<file path="src/rtl/sprite_rom_arbiter.sv">
// Round-robin arbiter sharing one 1-cycle sprite ROM among NUM_REQ pixel fetchers.
// Optional macro SPR_ROM_ARB_PRIO_EN gives requester 0 absolute priority over the round-robin.
module sprite_rom_arbiter #(
  parameter int NUM_REQ = 4,
  parameter int SPR_W   = 126,
  parameter int SPR_H   = 60,
  parameter int ADDR_W  = 13,
  parameter int DATA_W  = 4,
  parameter int ID_W    = 2
) (
  input  logic                  Clk,
  input  logic                  Reset,
  input  logic [NUM_REQ-1:0]    req,
  input  logic [NUM_REQ*7-1:0]  req_x,
  input  logic [NUM_REQ*6-1:0]  req_y,
  output logic [NUM_REQ-1:0]    gnt,
  output logic [ADDR_W-1:0]     rom_addr,
  input  logic [DATA_W-1:0]     rom_data,
  output logic                  rsp_valid,
  output logic [ID_W-1:0]       rsp_id,
  output logic [DATA_W-1:0]     rsp_data,
  output logic                  rsp_oob
);

`ifdef SPR_ROM_ARB_PRIO_EN
  localparam logic [ID_W-1:0] PTR_RST = ID_W'(1);
`else
  localparam logic [ID_W-1:0] PTR_RST = '0;
`endif

  logic            arb_en;
  logic [ID_W-1:0] ptr;
  logic [ID_W-1:0] ptr_nxt;
  logic [ID_W-1:0] gnt_idx;
  logic            gnt_any;
  logic            grant;
  logic [ID_W:0]   cand;
  logic [6:0]      sel_x;
  logic [5:0]      sel_y;
  logic            sel_oob;

  logic            s1_valid;
  logic            s1_oob;
  logic [ID_W-1:0] s1_id;
  logic            s2_valid;
  logic            s2_oob;
  logic [ID_W-1:0] s2_id;

  // Search from ptr upward with wrap; the first asserted request wins.
  always_comb begin
    gnt_any = 1'b0;
    gnt_idx = '0;
    cand    = '0;
`ifdef SPR_ROM_ARB_PRIO_EN
    if (req[0]) gnt_any = 1'b1;
    for (int k = 0; k < NUM_REQ - 1; k++) begin
      cand = {1'b0, ptr} + (ID_W+1)'(k);
      if (cand >= (ID_W+1)'(NUM_REQ)) cand = cand - (ID_W+1)'(NUM_REQ - 1);
      if (!gnt_any && req[cand[ID_W-1:0]]) begin
        gnt_any = 1'b1;
        gnt_idx = cand[ID_W-1:0];
      end
    end
    if (gnt_idx == '0)
      ptr_nxt = ptr;
    else if (gnt_idx == ID_W'(NUM_REQ - 1))
      ptr_nxt = ID_W'(1);
    else
      ptr_nxt = gnt_idx + ID_W'(1);
`else
    for (int k = 0; k < NUM_REQ; k++) begin
      cand = {1'b0, ptr} + (ID_W+1)'(k);
      if (cand >= (ID_W+1)'(NUM_REQ)) cand = cand - (ID_W+1)'(NUM_REQ);
      if (!gnt_any && req[cand[ID_W-1:0]]) begin
        gnt_any = 1'b1;
        gnt_idx = cand[ID_W-1:0];
      end
    end
    if (gnt_idx == ID_W'(NUM_REQ - 1))
      ptr_nxt = '0;
    else
      ptr_nxt = gnt_idx + ID_W'(1);
`endif
  end

  // Grants stay off until the first edge after reset release.
  assign grant = arb_en && gnt_any;

  always_comb begin
    gnt = '0;
    if (grant) gnt[gnt_idx] = 1'b1;
  end

  assign sel_x   = req_x[7*gnt_idx +: 7];
  assign sel_y   = req_y[6*gnt_idx +: 6];
  assign sel_oob = (32'(sel_x) >= SPR_W) || (32'(sel_y) >= SPR_H);

  always_ff @(posedge Clk or posedge Reset) begin
    if (Reset) begin
      arb_en   <= 1'b0;
      ptr      <= PTR_RST;
      rom_addr <= '0;
      s1_valid <= 1'b0;
      s1_oob   <= 1'b0;
      s1_id    <= '0;
      s2_valid <= 1'b0;
      s2_oob   <= 1'b0;
      s2_id    <= '0;
    end else begin
      arb_en   <= 1'b1;
      s1_valid <= grant;
      s2_valid <= s1_valid;
      s2_oob   <= s1_oob;
      s2_id    <= s1_id;
      if (grant) begin
        ptr      <= ptr_nxt;
        s1_id    <= gnt_idx;
        s1_oob   <= sel_oob;
        rom_addr <= sel_oob ? '0 : ADDR_W'(32'(sel_y) * 32'(SPR_W) + 32'(sel_x));
      end
    end
  end

  assign rsp_valid = s2_valid;
  assign rsp_id    = s2_valid ? s2_id : '0;
  assign rsp_oob   = s2_valid && s2_oob;
  assign rsp_data  = (s2_valid && !s2_oob) ? rom_data : '0;

endmodule

</file>
<file path="config.mk">
export PLATFORM = sky130hd
export DESIGN_NAME = sprite_rom_arbiter
export DESIGN_NICKNAME = d
export VERILOG_FILES = /design/src/rtl/sprite_rom_arbiter.sv
export SDC_FILE = /design/constraint.sdc
export NUM_CORES = 1
export LEC_CHECK = 0
export BUFFER_PORTS_ARGS = -buffer_cell sky130_fd_sc_hd__clkbuf_2
export CORE_MARGIN = 2
export CORE_UTILIZATION = 50
export CTS_BUF_LIST = sky130_fd_sc_hd__clkbuf_8
export DETAILED_ROUTE_END_ITERATION = 10
export PLACE_DENSITY_LB_ADDON = 0.08
export SYNTH_ARGS = -nofsm -noshare
export SYNTH_HDL_FRONTEND = slang
export SYNTH_SLANG_ARGS = --single-unit
</file>
<file path="constraint.sdc">
create_clock -name Clk -period 6.8 [get_ports Clk]
set_input_delay 0.34 -clock Clk [delete_from_list [all_inputs] [get_ports Clk]]
set_output_delay 0.34 -clock Clk [all_outputs]
set_load 0.02 [all_outputs]
</file>
# --- Word-level counts from Yosys, hierarchy flattened ---
# Cells that the tools add are included.
word_totals:
  regBits: 24
  latchBits: 0
  mem_bits_rw: 0
  romBits: 0
  in_bits: 62
  output_inout_bits: 25
  word_cells: 75
  memories: 0
classes:
  add_sub_neg: 9
  n_mul: 3
  n_div: 0
  magnitude_cmp: 12
  eq_ne: 1
  shifts: 2
  mux: 27
  n_bitwise: 0
  reduce_logical: 12
op_table:
  columns: ["op", "n"]
  rows:
  - ["variable part select 28 x 6 -> 7 bit", 1]
  - ["variable part select 24 x 6 -> 6 bit", 1]
  - ["2-to-1 mux 2 bit", 10]
  - ["< comparator 2 x 3 -> 1 bit, second input constant", 5]
  - ["adder 13 x 7 -> 13 bit", 1]
  - ["2-to-1 mux 13 bit", 1]
  - ["multiplier 6 x 6 -> 12 bit, second input constant", 1]
  - ["greater-or-equal comparator 3 bit, second input constant", 3]
  - ["2-to-1 mux 1 bit", 9]
  - ["binary-select mux 1 bit (select 2 bit)", 4]
  - ["2-to-1 mux 4 bit", 2]
  - ["subtractor 2 x 1 -> 2 bit, second input constant", 4]
  - ["greater-or-equal comparator 7 bit, second input constant", 1]
  - ["logical AND 1 bit", 7]
  - ["adder 2 x 2 -> 3 bit, second input constant", 2]
  - ["greater-or-equal comparator 6 bit, second input constant", 1]
  - ["multiplier 3 x 2 -> 5 bit, first input constant", 1]
  - ["logical NOT 1 bit", 4]
  - ["multiplier 2 x 2 -> 4 bit, first input constant", 1]
  - ["adder 2 x 1 -> 3 bit, second input constant", 1]
  - ["greater-or-equal comparator 2 x 3 -> 1 bit, second input constant", 1]
  - ["adder 2 x 1 -> 2 bit, second input constant", 1]
  - ["demux 1 bit (select 2 bit)", 1]
  - ["== test 2 bit, second input constant", 1]
  - ["other kinds (2)", 2]

# --- Longest topological paths before layout ---
depth:
  depth_word: 19
  mapped_depth: 25
  ltp_nobuf: 22

# --- Least setup slack after synthesis ---
# OpenSTA, ideal clock, no wires.
synth_timing:
  kind: "input -> register"
  startpoint: "input req[2]"
  endpoint: "register rom_addr[12]"
  setup_time_ns: 0.121
  t_arrival_ns: 5.610
  required_time_ns: 6.679
  path_slack_ns: 1.069
  cell_stages: 23
  n_path_buf: 3
  cell_sequence: "nor2b_1 a21o_1 a211oi_4 buf_6 buf_2 buf_2 mux2i_1 nand2_1 nand2_1 inv_1 fa_1 inv_1 fa_1 fa_1 inv_1 ha_1 or4b_2 o311ai_0 nand3_1 nor3_1 nand3_1 xnor2_1 a22o_1"
synth_via:
  elab_chain_cells: 17
  word_cells_on_any_way: 33
  cone_classes: "add/sub: 1; mul: 3; order compare: 2; shift: 2; mux: 17; reduce/logical: 8"
synth_rtl:
  columns: ["item", "line", "rtl"]
  rows:
  - ["from (decl)", "13", "input logic [NUM_REQ-1:0] req,"]
  - ["binary-select mux 1 bit (select 2 bit)", "74", "if (!gnt_any && req[cand[ID_W-1:0]]) begin"]
  - ["2-to-1 mux 1 bit (not written as such)", "74", null]
  - ["2-to-1 mux 1 bit", "74", null]
  - ["logical NOT 1 bit", "74", null]
  - ["logical AND 1 bit", "74", null]
  - ["2-to-1 mux 1 bit", "74", null]
  - ["logical NOT 1 bit", "74", null]
  - ["logical AND 1 bit", "74", null]
  - ["(+2 left out)", null, null]
  - ["logical AND 1 bit", "74", null]
  - ["2-to-1 mux 2 bit *", "74", null]
  - ["via gnt_idx[0]", "34", "logic [ID_W-1:0] gnt_idx;"]
  - ["multiplier 2 x 2 -> 4 bit or multiplier 3 x 2 -> 5 bit (tied branches)", "95, 94", null]
  - ["variable part select 24 x 6 -> 6 bit or variable part select 28 x 6 -> 7 bit (tied branches)", "95, 94", null]
  - ["multiplier 6 x 6 -> 12 bit, or another cell as far along", "119", "rom_addr <= sel_oob ? '0 : ADDR_W'(32'(sel_y) * 32'(SPR_W) + 32'(sel_x));"]
  - ["adder 13 x 7 -> 13 bit or logical OR 1 bit (tied branches)", "119, 96", null]
  - ["2-to-1 mux 13 bit *", "119", null]
  - ["to (signal assigned)", "119", null]
  - ["to (decl)", "17", "output logic [ADDR_W-1:0] rom_addr,"]
# Mark *: on every way through the listed nets, which the timed path passes. The rest lies on a longest branch. The select of a mux whose other input is x is not followed.
# A chain may end at the register's enable or synchronous reset.

# --- Worst setup path after layout ---
layout_timing:
  startpoint: "register ptr[0]"
  endpoint: "register rom_addr[12]"
layout_via:
  elab_chain_cells: 19
  word_cells_on_any_way: 48
  cone_classes: "add/sub: 8; mul: 3; order compare: 6; shift: 2; mux: 21; reduce/logical: 8"
layout_rtl:
  columns: ["item", "line", "rtl"]
  rows:
  - ["from (decl)", "32", "logic [ID_W-1:0] ptr;"]
  - ["from (signal assigned)", "116", "ptr <= ptr_nxt;"]
  - ["parallel branches: the longest is 19 deep, another holds adder 2 x 1 -> 3 bit", null, null]
# Parallel ways; which one is timed is not known. The select of a mux whose other input is x is not followed.

==> results.sh <==
export IMPL_outcome="finished clean"
export IMPL_cp_cell_sequence="nor2b_1 -> a21o_1 -> a211oi_4 -> mux2i_1 -> nand2_1 -> nand2_1 -> inv_1 -> fa_1 -> inv_1 -> fa_1 -> inv_1 -> fa_1 -> ha_1 -> o21ai_0 -> or4b_2 -> o311ai_0 -> nand3_1 -> nor3_1 -> nand3_1 -> xnor2_1 -> a22o_1"
export IMPL_coreArea_um2=5110
export IMPL_antenna_found_initial=0
export IMPL_post_place_ws_ps=855
export IMPL_synth_seq_area_share_pct=22.8
export IMPL_avgSynthCellArea_um2=9.31
export IMPL_critPathMaxFanout=14
export IMPL_htreeDepth=1
export IMPL_crit_family="adder cells"
export IMPL_required_ps=6960
export IMPL_nets=476
export IMPL_fin_crit_sh_pct=84.9
export IMPL_drt_pass1_iterations=4
export IMPL_drive_gt1_share_pct=27.0
export IMPL_vias_per_cell=5.03
export IMPL_hold_class="in -> async"
export IMPL_cp_data_arrival_time_ps=5930
export IMPL_start_util_pct=51.6
export IMPL_synth_area_um2=2640
export IMPL_io_buffers=86
export IMPL_drc=0
export IMPL_final_min_clock_period_ps=5770
export IMPL_relSlewSlack_pct=43.1
export IMPL_dp_hpwl_um=4490
export IMPL_root_buffer="clkbuf_8"
export IMPL_cts_buffers=3
export IMPL_path_buf_inv=3
export IMPL_grt_pass1_wl_um=9230
export IMPL_fmax_mhz=173
export IMPL_finalMaxSlewViolations=0
export IMPL_drv_cap=0
export IMPL_grt_max_degree=25
export IMPL_grt_pass1_vias=2191
export IMPL_hold_violations=0
export IMPL_rsz0062_at_grt="false"
export IMPL_diodes=0
export IMPL_setup_tns_ps=0
export IMPL_drtIter0Drc=76
export IMPL_cp_depth=21
export IMPL_vias=2191
export IMPL_num_rows=26
export IMPL_fin_hold_ws_ps=219
export IMPL_areaGrowthSynthToFinish_pct=20.2
export IMPL_yosys_warnings=0
export IMPL_ant_nets=0
export IMPL_slowest_delay_ps=750
export IMPL_globalRoute_totalOverflow=0
export IMPL_path_class="reg -> reg"
export IMPL_start_kind="register"
export IMPL_clkTransAtPathRegs_ps=80
export IMPL_post_cts_setup_buffers=0
export IMPL_syn_inst=283
export IMPL_ys_flop_type="dfrtp_1"
export IMPL_syn_nets=391
export IMPL_r2r_worst_path_cells=21
export IMPL_die_w_um=76.6
export IMPL_totalWireLength_um=5190
export IMPL_ios=87
export IMPL_dieArea_um2=5870
export IMPL_clock_latency_ps=260
export IMPL_hold_buffers=0
export IMPL_fin_ws_ps=1030
export IMPL_cts_tree="done"
export IMPL_worst_slew_pin_slew_ps=851
export IMPL_finalSetupViolations=0
export IMPL_wl_per_cell_um=11.9
export IMPL_clock_sinks=24
export IMPL_skew_ps=5.38
export IMPL_gp_congestion=0.780
export IMPL_grtUsageTotal_pct=19.0
export IMPL_cts_resized_gates=0
export IMPL_ys_types=41
export IMPL_ys_ff_latch=24
export IMPL_die_y_um=76.6
export IMPL_cts_buffer_depth=2
export IMPL_critPathCaptureType="register"
export IMPL_crit_slowest_cell="a211oi_4"
export IMPL_synth_edf_count=0
export IMPL_async_flop_share_pct=100
## per-layer routing
layer  GRT usage, %  share of wire, %
met2           34.7                50
met1           23.9                46
met5              0                 0
met3           2.01               3.0
met4           4.73               1.1
## cell usage after synthesis (3+ instances only)
cell      number  area [um2]
a22o_1        13         114
mux2_1         3        33.8
nor3_1         3        15.0
a21oi_1       11        55.1
inv_1         40         150
nand2_1       28         105
xnor2_1       10        87.6
mux2i_1       23         230
nand3_1        4        20.0
nand2b_1       4        25.0
mux2_2         3        33.8
nor2_1         8        30.0
dfrtp_1       24         601
fa_1          14         280
a21o_1         6        45.0
o21a_1         3        22.5
xor2_1         6        52.6
clkbuf_1       3        11.3
and2_1        12        75.1
nor2b_1        4        25.0
ha_1          32         400
o21ai_0        4        20.0
## state kept, by name (all words and copies together) (netlist names)
name and flops:
ptr 2, s2_oob 1, rsp_valid 1, arb_en 1, s2_id 2, s1_oob 1
s1_valid 1, rom_addr 13, s1_id 2
## placed cells by master (no fill, tap or decap), types with 3 or more instances in the layout
| cell type | netlist | final |
|---|---|---|
| nor2_1 | 8 | 8 |
| a21o_1 | 6 | 6 |
| nor2b_1 | 4 | 4 |
| mux2_1 | 3 | 3 |
| clkbuf_2 | 0 | 86 |
| mux2_2 | 3 | 3 |
| clkbuf_8 | 0 | 3 |
| nor3_1 | 3 | 3 |
| and2_1 | 12 | 12 |
| xor2_1 | 6 | 6 |
| dfrtp_1 | 24 | 24 |
| a21oi_1 | 11 | 11 |
| xnor2_1 | 10 | 10 |
| o21a_1 | 3 | 3 |
| mux2i_1 | 23 | 23 |
| fa_1 | 14 | 14 |
| inv_1 | 40 | 40 |
| o21ai_0 | 4 | 4 |
| nand2b_1 | 4 | 4 |
| nand3_1 | 4 | 4 |
| ha_1 | 32 | 32 |
| nand2_1 | 28 | 28 |
| a22o_1 | 13 | 13 |
## final timing paths
| check | from | endpoint | slack (ps) |
|---|---|---|---|
| min in group Clk | s1_valid | rsp_valid | 370 |
| max in group asynchronous | Reset | ptr[0] | 6060 |
| setup reg to reg | ptr[0] | rom_addr[12] | 1030 |
| setup / recovery | ptr[0] | rom_addr[12] | 1030 |
| hold reg to reg | s1_valid | rsp_valid | 370 |
| hold / removal | Reset | rom_addr[8] | 220 |
## cell type report
| class | instances | area, um2 |
|---|---|---|
| fillers | 465 | 1940 |
| multi-input cells | 211 | 1840 |
| flip-flops and latches | 24 | 601 |
| repair buffers | 88 | 445 |
| inverters | 40 | 150 |
| well taps | 70 | 87.6 |
| clock buffers | 3 | 41.3 |
## kinds of logic after synthesis
kind of cell             Yosys count  synth area share [%]
other                              1                 0.142
XOR/XNOR                          16                  5.32
multiplexers                      29                  11.3
buffers and inverters             48                  7.50
AND/OR/NAND/NOR                   68                  12.6
adder cells (fa/ha/maj)           46                  25.8
flip-flops                        24                  22.8
AO/OA/AOI/OAI                     51                  14.5
## per-stage QoR
step,area (um2),util [%],instances
after detailed placement,3130,61.2,433
final,3170,62.0,436
after global placement,3130,61.2,433
after CTS,3170,62.0,436
after floorplan,2640,-,283
after global routing,3170,62.0,436
Power is left out: the tool's default activity adds up to more than one toggle a clock period on the data nets, which glitch-free logic cannot reach.
